## src/rtl/axis_cam_core_if.sv

```systemverilog
`default_nettype none
// ============================================================================
//  Module   : axis_cam_core_if
//  Purpose  : Streaming request/response channel used on both sides of the
//             CAM core. One beat carries one complete request or response.
//  Ports    : valid/ready handshake, last (framing, one beat per message),
//             data {key, data} with the key in the MSBs, user (opcode on the
//             request side, status flags on the response side), id (tag).
//  Modports : master drives the payload, slave drives ready.
//  Revision : 1.0 - initial release
// ============================================================================
interface axis_cam_core_if #(
    parameter int DATA_WIDTH = 4,
    parameter int KEY_WIDTH  = 2,
    parameter int TID_WIDTH  = 4
);
    localparam int BUS_BITS = (KEY_WIDTH + DATA_WIDTH) * 8;

    logic                 valid;
    logic                 ready;
    logic                 last;
    logic [BUS_BITS-1:0]  data;
    logic [2:0]           user;
    logic [TID_WIDTH-1:0] id;

    modport master (
        output valid,
        output last,
        output data,
        output user,
        output id,
        input  ready
    );

    modport slave (
        input  valid,
        input  last,
        input  data,
        input  user,
        input  id,
        output ready
    );
endinterface
`default_nettype wire

```

## src/rtl/axis_cam_core.sv

```systemverilog
`default_nettype none
// ============================================================================
//  Module   : axis_cam_core
//  Purpose  : Register-based content-addressable key/data table. Each request
//             beat (LOOKUP / INSERT / DELETE / CLEAR) produces exactly one
//             response beat. Key compare against all entries is parallel and
//             completes in a single cycle.
//  Ports    : i_clk        clock
//             i_rst        asynchronous active-high reset
//             s            request channel (slave): data={key,data},
//                          user=opcode, id=tag, last ignored
//             m            response channel (master): data={key,data},
//                          user={0,ERR,HIT}, id=echoed tag, last=1
//             o_occupancy  number of valid table entries
//  Revision : 1.0 - initial release
// ============================================================================
module axis_cam_core #(
    parameter int DATA_WIDTH = 4,
    parameter int KEY_WIDTH  = 2,
    parameter int TID_WIDTH  = 4,
    parameter int DEPTH      = 16
) (
    input  wire logic                       i_clk,
    input  wire logic                       i_rst,
    axis_cam_core_if.slave                  s,
    axis_cam_core_if.master                 m,
    output logic [$clog2(DEPTH+1)-1:0]      o_occupancy
);

    localparam int KEY_BITS  = KEY_WIDTH * 8;
    localparam int DATA_BITS = DATA_WIDTH * 8;
    localparam int BUS_BITS  = KEY_BITS + DATA_BITS;
    localparam int IDX_W     = $clog2(DEPTH);
    localparam int OCC_W     = $clog2(DEPTH + 1);

    localparam logic [2:0] OP_LOOKUP = 3'd0;
    localparam logic [2:0] OP_INSERT = 3'd1;
    localparam logic [2:0] OP_DELETE = 3'd2;
    localparam logic [2:0] OP_CLEAR  = 3'd3;

    typedef enum logic [1:0] {
        ST_IDLE  = 2'd0,
        ST_MATCH = 2'd1,
        ST_RESP  = 2'd2
    } state_t;

    // ------------------------------------------------------------------
    // State
    // ------------------------------------------------------------------
    state_t                 state_q, state_d;
    logic                   ready_q;
    logic                   valid_q;

    // Captured request
    logic [KEY_BITS-1:0]    req_key_q;
    logic [DATA_BITS-1:0]   req_data_q;
    logic [2:0]             req_op_q;
    logic [TID_WIDTH-1:0]   req_id_q;

    // Table
    logic [DEPTH-1:0]       vld_q, vld_d;
    logic [KEY_BITS-1:0]    key_mem_q  [DEPTH];
    logic [DATA_BITS-1:0]   data_mem_q [DEPTH];
    logic [OCC_W-1:0]       occ_q, occ_d;

    // Response holding registers
    logic [BUS_BITS-1:0]    rsp_data_q, rsp_data_d;
    logic                   rsp_hit_q, rsp_hit_d;
    logic                   rsp_err_q, rsp_err_d;
    logic [TID_WIDTH-1:0]   rsp_id_q, rsp_id_d;

    // Table write port (key and data always come from the captured request)
    logic                   tbl_we;
    logic [IDX_W-1:0]       tbl_idx;

    // Match results
    logic [DEPTH-1:0]       hit_vec;
    logic                   any_hit;
    logic                   any_free;
    logic [IDX_W-1:0]       hit_idx;
    logic [IDX_W-1:0]       free_idx;

    logic                   accept;

    // Every beat is a whole request, so framing is irrelevant here.
    logic                   unused_last;
    assign unused_last = s.last;

    assign accept = (state_q == ST_IDLE) && s.valid && ready_q;

    // ------------------------------------------------------------------
    // Parallel key compare
    // ------------------------------------------------------------------
    generate
        for (genvar g = 0; g < DEPTH; g++) begin : g_match
            assign hit_vec[g] = vld_q[g] && (key_mem_q[g] == req_key_q);
        end
    endgenerate

    // Lowest-index priority: scanning downward lets the smallest index win.
    always_comb begin
        any_hit  = 1'b0;
        any_free = 1'b0;
        hit_idx  = '0;
        free_idx = '0;
        for (int i = DEPTH - 1; i >= 0; i--) begin
            if (hit_vec[i]) begin
                any_hit = 1'b1;
                hit_idx = IDX_W'(i);
            end
            if (!vld_q[i]) begin
                any_free = 1'b1;
                free_idx = IDX_W'(i);
            end
        end
    end

    // ------------------------------------------------------------------
    // Next-state / table update logic
    // ------------------------------------------------------------------
    always_comb begin
        state_d    = state_q;
        vld_d      = vld_q;
        occ_d      = occ_q;
        tbl_we     = 1'b0;
        tbl_idx    = free_idx;
        rsp_data_d = rsp_data_q;
        rsp_hit_d  = rsp_hit_q;
        rsp_err_d  = rsp_err_q;
        rsp_id_d   = rsp_id_q;

        case (state_q)
            ST_IDLE: begin
                if (accept) begin
                    state_d = ST_MATCH;
                end
            end

            ST_MATCH: begin
                state_d    = ST_RESP;
                rsp_id_d   = req_id_q;
                rsp_hit_d  = 1'b0;
                rsp_err_d  = 1'b0;
                rsp_data_d = {req_key_q, {DATA_BITS{1'b0}}};

                case (req_op_q)
                    OP_LOOKUP: begin
                        if (any_hit) begin
                            rsp_hit_d  = 1'b1;
                            rsp_data_d = {req_key_q, data_mem_q[hit_idx]};
                        end
                    end

                    OP_INSERT: begin
                        rsp_data_d = {req_key_q, req_data_q};
                        if (any_hit) begin
                            // Existing key: overwrite in place, no new entry.
                            tbl_we    = 1'b1;
                            tbl_idx   = hit_idx;
                            rsp_hit_d = 1'b1;
                        end else if (any_free) begin
                            tbl_we          = 1'b1;
                            tbl_idx         = free_idx;
                            vld_d[free_idx] = 1'b1;
                            occ_d           = occ_q + OCC_W'(1);
                        end else begin
                            rsp_err_d = 1'b1;
                        end
                    end

                    OP_DELETE: begin
                        if (any_hit) begin
                            vld_d[hit_idx] = 1'b0;
                            occ_d          = occ_q - OCC_W'(1);
                            rsp_hit_d      = 1'b1;
                            rsp_data_d     = {req_key_q, data_mem_q[hit_idx]};
                        end
                    end

                    OP_CLEAR: begin
                        vld_d = '0;
                        occ_d = '0;
                    end

                    default: begin
                        rsp_err_d = 1'b1;
                    end
                endcase
            end

            ST_RESP: begin
                // Response registers only change in MATCH, so they stay
                // stable for as long as the consumer stalls.
                if (valid_q && m.ready) begin
                    state_d = ST_IDLE;
                end
            end

            default: begin
                state_d = ST_IDLE;
            end
        endcase
    end

    // ------------------------------------------------------------------
    // Control / status registers
    // ------------------------------------------------------------------
    always_ff @(posedge i_clk or posedge i_rst) begin
        if (i_rst) begin
            state_q    <= ST_IDLE;
            ready_q    <= 1'b0;
            valid_q    <= 1'b0;
            vld_q      <= '0;
            occ_q      <= '0;
            req_key_q  <= '0;
            req_data_q <= '0;
            req_op_q   <= '0;
            req_id_q   <= '0;
            rsp_data_q <= '0;
            rsp_hit_q  <= 1'b0;
            rsp_err_q  <= 1'b0;
            rsp_id_q   <= '0;
        end else begin
            state_q    <= state_d;
            // Registered handshake flags track the state being entered, so
            // ready rises the cycle after a response handshake.
            ready_q    <= (state_d == ST_IDLE);
            valid_q    <= (state_d == ST_RESP);
            vld_q      <= vld_d;
            occ_q      <= occ_d;
            rsp_data_q <= rsp_data_d;
            rsp_hit_q  <= rsp_hit_d;
            rsp_err_q  <= rsp_err_d;
            rsp_id_q   <= rsp_id_d;
            if (accept) begin
                req_key_q  <= s.data[BUS_BITS-1:DATA_BITS];
                req_data_q <= s.data[DATA_BITS-1:0];
                req_op_q   <= s.user;
                req_id_q   <= s.id;
            end
        end
    end

    // Entry contents are qualified by vld_q, so they need no reset.
    always_ff @(posedge i_clk) begin
        if (tbl_we) begin
            key_mem_q[tbl_idx]  <= req_key_q;
            data_mem_q[tbl_idx] <= req_data_q;
        end
    end

    // ------------------------------------------------------------------
    // Outputs
    // ------------------------------------------------------------------
    assign s.ready     = ready_q;
    assign m.valid     = valid_q;
    assign m.last      = valid_q;
    assign m.data      = rsp_data_q;
    assign m.user      = {1'b0, rsp_err_q, rsp_hit_q};
    assign m.id        = rsp_id_q;
    assign o_occupancy = occ_q;

endmodule
`default_nettype wire

```

## src/flat_wrapper.sv

```systemverilog
// flat-port wrapper written by rule: the top's interface ports become plain ports
module axis_cam_core_flat 
#(
    parameter int DATA_WIDTH = 4,
    parameter int KEY_WIDTH  = 2,
    parameter int TID_WIDTH  = 4,
    parameter int DEPTH      = 16
)
  (i_clk, i_rst, o_occupancy, s_valid, s_last, s_data, s_user, s_id, s_ready, m_valid, m_last, m_data, m_user, m_id, m_ready);
  axis_cam_core_if #(.DATA_WIDTH(DATA_WIDTH), .KEY_WIDTH(KEY_WIDTH), .TID_WIDTH(TID_WIDTH)) s_i ();
  axis_cam_core_if #(.DATA_WIDTH(DATA_WIDTH), .KEY_WIDTH(KEY_WIDTH), .TID_WIDTH(TID_WIDTH)) m_i ();
  input  wire logic i_clk;
  input  wire logic i_rst;
  output logic [$clog2(DEPTH+1)-1:0] o_occupancy;
  input wire logic [$bits(s_i.valid)-1:0] s_valid;
  input wire logic [$bits(s_i.last)-1:0] s_last;
  input wire logic [$bits(s_i.data)-1:0] s_data;
  input wire logic [$bits(s_i.user)-1:0] s_user;
  input wire logic [$bits(s_i.id)-1:0] s_id;
  output wire logic [$bits(s_i.ready)-1:0] s_ready;
  output wire logic [$bits(m_i.valid)-1:0] m_valid;
  output wire logic [$bits(m_i.last)-1:0] m_last;
  output wire logic [$bits(m_i.data)-1:0] m_data;
  output wire logic [$bits(m_i.user)-1:0] m_user;
  output wire logic [$bits(m_i.id)-1:0] m_id;
  input wire logic [$bits(m_i.ready)-1:0] m_ready;
  assign s_i.valid = s_valid;
  assign s_i.last = s_last;
  assign s_i.data = s_data;
  assign s_i.user = s_user;
  assign s_i.id = s_id;
  assign s_ready = s_i.ready;
  assign m_valid = m_i.valid;
  assign m_last = m_i.last;
  assign m_data = m_i.data;
  assign m_user = m_i.user;
  assign m_id = m_i.id;
  assign m_i.ready = m_ready;
  axis_cam_core #(.DATA_WIDTH(DATA_WIDTH), .KEY_WIDTH(KEY_WIDTH), .TID_WIDTH(TID_WIDTH), .DEPTH(DEPTH)) u_core (.i_clk(i_clk), .i_rst(i_rst), .s(s_i), .m(m_i), .o_occupancy(o_occupancy));
endmodule
```

## config.mk

```make
export PLATFORM = sky130hd
export DESIGN_NAME = axis_cam_core_flat
export DESIGN_NICKNAME = d
export VERILOG_FILES = /design/src/rtl/axis_cam_core_if.sv /design/src/rtl/axis_cam_core.sv /design/src/flat_wrapper.sv
export SDC_FILE = /design/constraint.sdc
export NUM_CORES = 1
export LEC_CHECK = 0
export ABC_AREA = 1
export CELL_PAD_IN_SITES_DETAIL_PLACEMENT = 0
export CELL_PAD_IN_SITES_GLOBAL_PLACEMENT = 1
export CORE_MARGIN = 3
export CORE_UTILIZATION = 44
export CTS_CLUSTER_SIZE = 24
export DETAILED_ROUTE_END_ITERATION = 10
export PLACE_DENSITY_LB_ADDON = 0.2
export SLEW_MARGIN = 20
export SYNTH_ARGS = -nofsm -noshare
export SYNTH_HDL_FRONTEND = slang
export SYNTH_SLANG_ARGS = --single-unit
```

## constraint.sdc

```tcl
create_clock -name i_clk -period 7 [get_ports i_clk]
set_input_delay 1.05 -clock i_clk [delete_from_list [all_inputs] [get_ports i_clk]]
set_output_delay 1.05 -clock i_clk [all_outputs]
set_load 0.05 [all_outputs]
```

# Word-level counts from Yosys, hierarchy flattened
# Memories as Yosys holds them, arrays and structs flattened.
# Cells that the tools add are included.
dict set report classes {
  bitwise_logic 3
  n_lt_le_gt_ge 4
  shift 0
  n_reduce_logical 29
  multipliers 0
  n_eq_ne 25
  n_mux 95
  div_mod_pow 0
  n_addsub 2
}
# cell n
set op_table {}
lappend op_table {{== test 16 bit} 16}
lappend op_table {{2-to-1 mux 4 bit} 35}
lappend op_table {{one-hot mux 32 bit (2 select lines)} 1}
lappend op_table {{2-to-1 mux 16 bit} 3}
lappend op_table {{one-hot mux 16 bit (3 select lines)} 1}
lappend op_table {{2-to-1 mux 1 bit} 44}
lappend op_table {{2-to-1 mux 32 bit} 1}
lappend op_table {{logical AND 1 bit} 21}
lappend op_table {{AND 16 bit} 1}
lappend op_table {{NOT 16 bit} 1}
lappend op_table {{OR 16 bit} 1}
lappend op_table {{2-to-1 mux 5 bit} 3}
lappend op_table {{one-hot mux 5 bit (3 select lines)} 1}
lappend op_table {{less-than comparator 4 x 5 -> 1 bit, second input constant} 2}
lappend op_table {{demux 1 bit (select 4 bit)} 2}
lappend op_table {{greater-or-equal comparator 4 x 1 -> 1 bit, second input constant} 2}
lappend op_table {{== test 3 x 2 -> 1 bit, second input constant} 2}
lappend op_table {{one-hot mux 2 bit (3 select lines)} 1}
lappend op_table {{OR reduction 3 bit} 2}
lappend op_table {{adder 5 x 1 -> 5 bit, second input constant} 1}
lappend op_table {{AND reduction 5 bit} 1}
lappend op_table {{subtractor 5 x 1 -> 5 bit, second input constant} 1}
lappend op_table {{== test 2 bit, second input constant} 2}
lappend op_table {{logical NOT 2 bit} 2}
lappend op_table {{other kinds (9)} 11}
dict set report totals {
  output_inout_bits 63
  latch_bits 0
  inputBits 60
  mem_bits_rw 768
  mem_count 2
  romBits 0
  reg_bits 134
  word_cells 173
}
# name depth width rd rd_ports_with_merged_regs write_ports line_no
set mem_list {}
lappend mem_list {u_core.data_mem_q 16 32 1 0 1 axis_cam_core.sv:63} ;# logic [DATA_BITS-1:0] data_mem_q [DEPTH];
lappend mem_list {u_core.key_mem_q 16 16 16 0 1 axis_cam_core.sv:62} ;# logic [KEY_BITS-1:0] key_mem_q [DEPTH];

# Longest topological paths before layout
# An unclocked memory read counts as a cell.
dict set report depth {
  word_depth 27
  depth_mapped 33
  ltp_nobuf 31
}

# Worst setup path before layout
# OpenSTA, ideal clock, no wires.
dict set report synth_timing {
  path_type {reg-to-reg}
  start {register u_core.req_key_q[15]}
  end {memory u_core.data_mem_q[12][0] (netlist bit) (enable)}
  t_required_ns 6.546
  arrival_ns 4.689
  path_stages_with_launch 21
  setup_slack_ns 1.857
  setup_ns 0.454
  path_buffers 5
  period_less_slack_ns 5.143
  path_cell_list {dfrtp_1 -> buf_4 -> inv_2 -> buf_6 -> buf_6 -> buf_6 -> buf_6 -> nand2_1 -> nand2_1 -> nor4_1 -> nand4_1 -> nand2_2 -> nor2_2 -> nand2_2 -> nor2_4 -> nor2_2 -> nand3_1 -> o21a_1 -> nor2_1 -> nand2_1 -> nor2_1}
}
dict set report synth_between {
  elab_chain_cells 23
  word_cells_on_any_way 72
  cone_classes {eq/ne (16); mux (40); reduce/logical (16)}
}
# item line_no
set synth_lines {}
lappend synth_lines {{start, declared} axis_cam_core.sv:55} ;# logic [KEY_BITS-1:0] req_key_q;
lappend synth_lines {{start signal, assigned} axis_cam_core.sv:236} ;# req_key_q <= s.data[BUS_BITS-1:DATA_BITS];
lappend synth_lines {{== test 16 bit} axis_cam_core.sv:96} ;# assign hit_vec[g] = vld_q[g] && (key_mem_q[g] == req_key_q);
lappend synth_lines {{logical AND 1 bit} axis_cam_core.sv:96}
lappend synth_lines {{2-to-1 mux 1 bit (16 in series)} axis_cam_core.sv:107} ;# if (hit_vec[i]) begin
lappend synth_lines {{2-to-1 mux 1 bit} axis_cam_core.sv:156} ;# if (any_hit) begin
lappend synth_lines {{2-to-1 mux 1 bit} axis_cam_core.sv:146} ;# case (req_op_q)
lappend synth_lines {{2-to-1 mux 1 bit} axis_cam_core.sv:132} ;# case (state_q)
lappend synth_lines {{2-to-1 mux 1 bit} axis_cam_core.sv:246} ;# if (tbl_we) begin
lappend synth_lines {{2-to-1 mux 1 bit (not written as such)} axis_cam_core.sv:248} ;# data_mem_q[tbl_idx] <= req_data_q;
lappend synth_lines {{end, declared} axis_cam_core.sv:63}
# Several ways; a longest one is shown, not always the timed one.

# Worst setup path in the final report
dict set report layout_timing {
  start {register u_core.req_key_q[13]}
  end {memory u_core.data_mem_q[15][26] (netlist bit) (enable)}
}
# The elaborated chain is that of the path after synthesis.

==> qor.yml <==
power_leakage_nw: 18.7
topRoutingLayerUsed: "met4"
grt_pass1_vias: 27975
cts-root-buf: "clkbuf_16"
async_flop_share_pct: 14.9
clock_latency_ns: 0.68
drt_wl_total_um: 123000
final_area_mm2: 0.0471
drt-initial-drc-count: 2721
synth_area_leaders: "edfxtp_1, dfrtp_1, nand2_1"
synth_nets: 4023
rsz0062_at_grt: "no"
post-route-drc-count: 0
wl_met2_um: 59900
rows: 111
hp-class: "register to register"
critPathTopFamily: "simple AND/OR/NAND/NOR gates"
syn2layout_area_growth_pct: 13.7
period_minus_slack_ns: 5.42
drive_gt1_share_pct: 7.98
cts-resized-gates: 0
htree_levels: 3
min_path_cells: 2
hpwl_um: 70100
portBuffers: 120
synth_edf_count: 768
report.final.slew_viol_count: 0
ioPinCount: 123
cts_buffers: 100
die-area_mm2: 0.0978
postSynthCellCount: 3959
crit_buf_inv: 3
fillers: 8367
synth_seq_cells: 902
die_x_um: 313
grt_pass1_wl_um: 182000
path_depth: 20
n_antenna_cell: 0
path_common_cell: "nand2_1"
drt-met1-wl_um: 52000
power.density_mw_per_mm2: 355
worst_clock_skew_ns: 0.0237
crit_arrival_ns: 5.77
post-synth-top-area-cell: "edfxtp_1"
grt_use_total_pct: 24.9
antenna_found_initial: 0
status: "completed"
fin_crit_sh_pct: 77.5
synth_top_area_share_pct: 55.7
drv_cap: 0
grt_max_degree: 127
coreArea_mm2: 0.0925
antenna_left: 0
cts_tree: "built"
clk_path_buf_depth: 3
gp_congestion: 0.877
reg2reg_depth: 20
critPathSlowestCell: "nor2_4"
final_hold_viol_count: 0
critPathKind: "register to register"
clk_pin_slew_worst_paths_ns: 0.06
fin_tns_setup_ns: 0
max_freq_ghz: 0.184
overflow: 0
cts.sink_count: 902
critPathRequiredTime_ns: 7.34
post_cts_buffers: 0
setup_violations: 0
routedWlPerCell_um: 22.9
yosysSeqAreaShare_pct: 63.8
power.total_mw: 16.7
synth_area_mm2: 0.0414
postPlaceCellArea_mm2: 0.0439
ys.flop_type: "edfxtp_1"
startpoint_type: "register"
via_per_inst: 5.43
start_util_pct: 44.7
ys_warn_count: 0
die_h_um: 313
holdBufCountCts: 0
first_pass_iters: 6
cp-end-kind: "register"
max_slew_margin_pct: 21.0
nets: 4113
tightest_slew_ns: 1.18
peakVddDrop_mv: 0.260
post-route-util_pct: 50.9
path_max_fanout: 30
path_cells: "inv_2 -> nand2_1 -> nand2_1 -> nor2_1 -> nand2_1 -> nor2_1 -> nand2_1 -> o21ai_1 -> nand3_1 -> nand3_1 -> nand3_1 -> nand3_1 -> nand3_1 -> a21oi_4 -> nand2_1 -> o21a_1 -> inv_1 -> nand2_1 -> nor2_4 -> buf_12"
wl_met3_um: 7240
cpPeakStageDelay_ns: 0.78
num_vias: 29235
ys_types: 58
syn_avg_cell_area_um2: 10.5
worst reg2reg max path, cell delays in order, from the launching register on:
cell and delay, ns:
dfrtp_1 0.72, inv_2 0.47, nand2_1 0.20, nand2_1 0.07
nor2_1 0.08, nand2_1 0.05, nor2_1 0.10, nand2_1 0.08
o21ai_1 0.31, nand3_1 0.12, nand3_1 0.10, nand3_1 0.08
nand3_1 0.09, nand3_1 0.19, a21oi_4 0.72, nand2_1 0.11
o21a_1 0.17, inv_1 0.07, nand2_1 0.22, nor2_4 0.78
buf_12 0.32
flip-flops by register name, indices dropped and copies added, names as in the netlist, 4 cells and up:
name and cells:
u_core.req_id_q 4, u_core.key_mem_q 256, u_core.m.id 4, u_core.m.data 48, u_core.req_key_q 16, u_core.data_mem_q 512, u_core.vld_q 16, u_core.o_occupancy 5
u_core.req_data_q 32
where the power goes:
part	internal, mW	leakage [nW]	switching (mW)	total, mW
Combinational	1.14	8.48	2.99	4.13
Clock	2.89	1.55	2.17	5.06
Sequential	6.82	8.68	0.670	7.49
Total	10.9	18.7	5.83	16.7
through the flow:
stage	hold slack (ns)	instances	setup WS (ns)
after floorplan	0.453	3959	1.86
after global placement	0.469	5190	1.69
after detailed placement	0.472	5190	1.66
after CTS	0.487	5380	1.60
after global routing	0.512	5380	1.28
final	0.484	5380	1.58
cell type report:
class / instances / area [µm²] / area share (%)
multi-input cells: 2396 / 12300 / 26.1
well taps: 1243 / 1560 / 3.31
clock inverters: 37 / 287 / 0.609
flip-flops and latches: 902 / 26400 / 56.1
inverters: 454 / 1710 / 3.64
repair buffers: 195 / 1930 / 4.09
clock buffers: 153 / 2890 / 6.13
cell usage after synthesis (6+ instances only):
library cell  number
o21ai_0           96
buf_6             20
dfrtp_1          134
inv_2             20
o22ai_1           67
or2_2             49
buf_1              6
nand3b_1         191
nand2_1          801
nand4_1          240
buf_2            110
a21oi_1           25
inv_1            433
o2111ai_1         11
nand3_1          107
nor4_1            43
a22o_1            30
o211ai_1          19
xnor2_1           21
or2_1              7
clkbuf_1          46
o21ai_1           37
a22oi_1           10
nor3_1            49
nand2_2            8
nor3b_1            9
buf_4             24
xor2_1            49
nor2_1           479
edfxtp_1         768
cell usage in the layout, fill, tap and decap left out, types with 5 or more instances in the layout:
cell,synthesis,routed
dfrtp_1,134,134
nand3b_1,191,191
xor2_1,49,49
clkbuf_1,46,38
a22oi_1,10,10
nor3b_1,9,9
a22o_1,30,30
clkinv_1,1,11
nand4_1,240,240
nand3_1,107,106
nor2_4,3,20
o22ai_1,67,67
edfxtp_1,768,768
o211ai_1,19,19
o2111ai_1,11,11
clkdlybuf4s50_1,0,120
inv_2,20,18
xnor2_1,21,21
inv_6,0,5
buf_4,24,62
o21ai_0,96,96
clkbuf_8,0,12
nor3_1,49,49
clkbuf_16,0,103
o21ai_1,37,37
nor2_1,479,461
buf_12,0,13
clkinv_2,0,18
nor4_1,43,43
nand2_2,8,5
or2_2,49,49
inv_1,433,431
nand2_1,801,801
or2_1,7,7
a21oi_1,25,25
path summary, 6_finish.rpt:
path / from / slack [ns] / to
max: u_core.req_key_q[13]$_DFFE_PP0P_ / 1.58 / u_core.data_mem_q[15][26]$_DFFE_PP_
min: u_core.m.id[2]$_DFFE_PP0N_ / 0.48 / u_core.m.id[2]$_DFFE_PP0N_
max reg2reg: u_core.req_key_q[13]$_DFFE_PP0P_ / 1.58 / u_core.data_mem_q[15][26]$_DFFE_PP_
min reg2reg: u_core.m.id[2]$_DFFE_PP0N_ / 0.48 / u_core.m.id[2]$_DFFE_PP0N_
max in group asynchronous: i_rst / 4.62 / u_core.vld_q[6]$_DFFE_PP0P_
min in group asynchronous: i_rst / 0.89 / u_core.m.data[34]$_DFFE_PP0N_
layer usage:
metal	track usage, %	vias up
met4	7.99	0
met5	0	-
met2	42.3	947
li1	-	13770
met1	33.2	14298
met3	3.14	220
cell families after synthesis:
logic type / after synthesis / synth area share [%]
flip-flops: 902 / 63.8
adder cells (fa/ha/maj): 4 / 0.139
AO/OA/AOI/OAI: 322 / 4.90
other: 1 / 0.00906
AND/OR/NAND/NOR: 1999 / 22.7
buffers and inverters: 661 / 6.91
XOR/XNOR: 70 / 1.48
(Power assumes the default switching activity.)
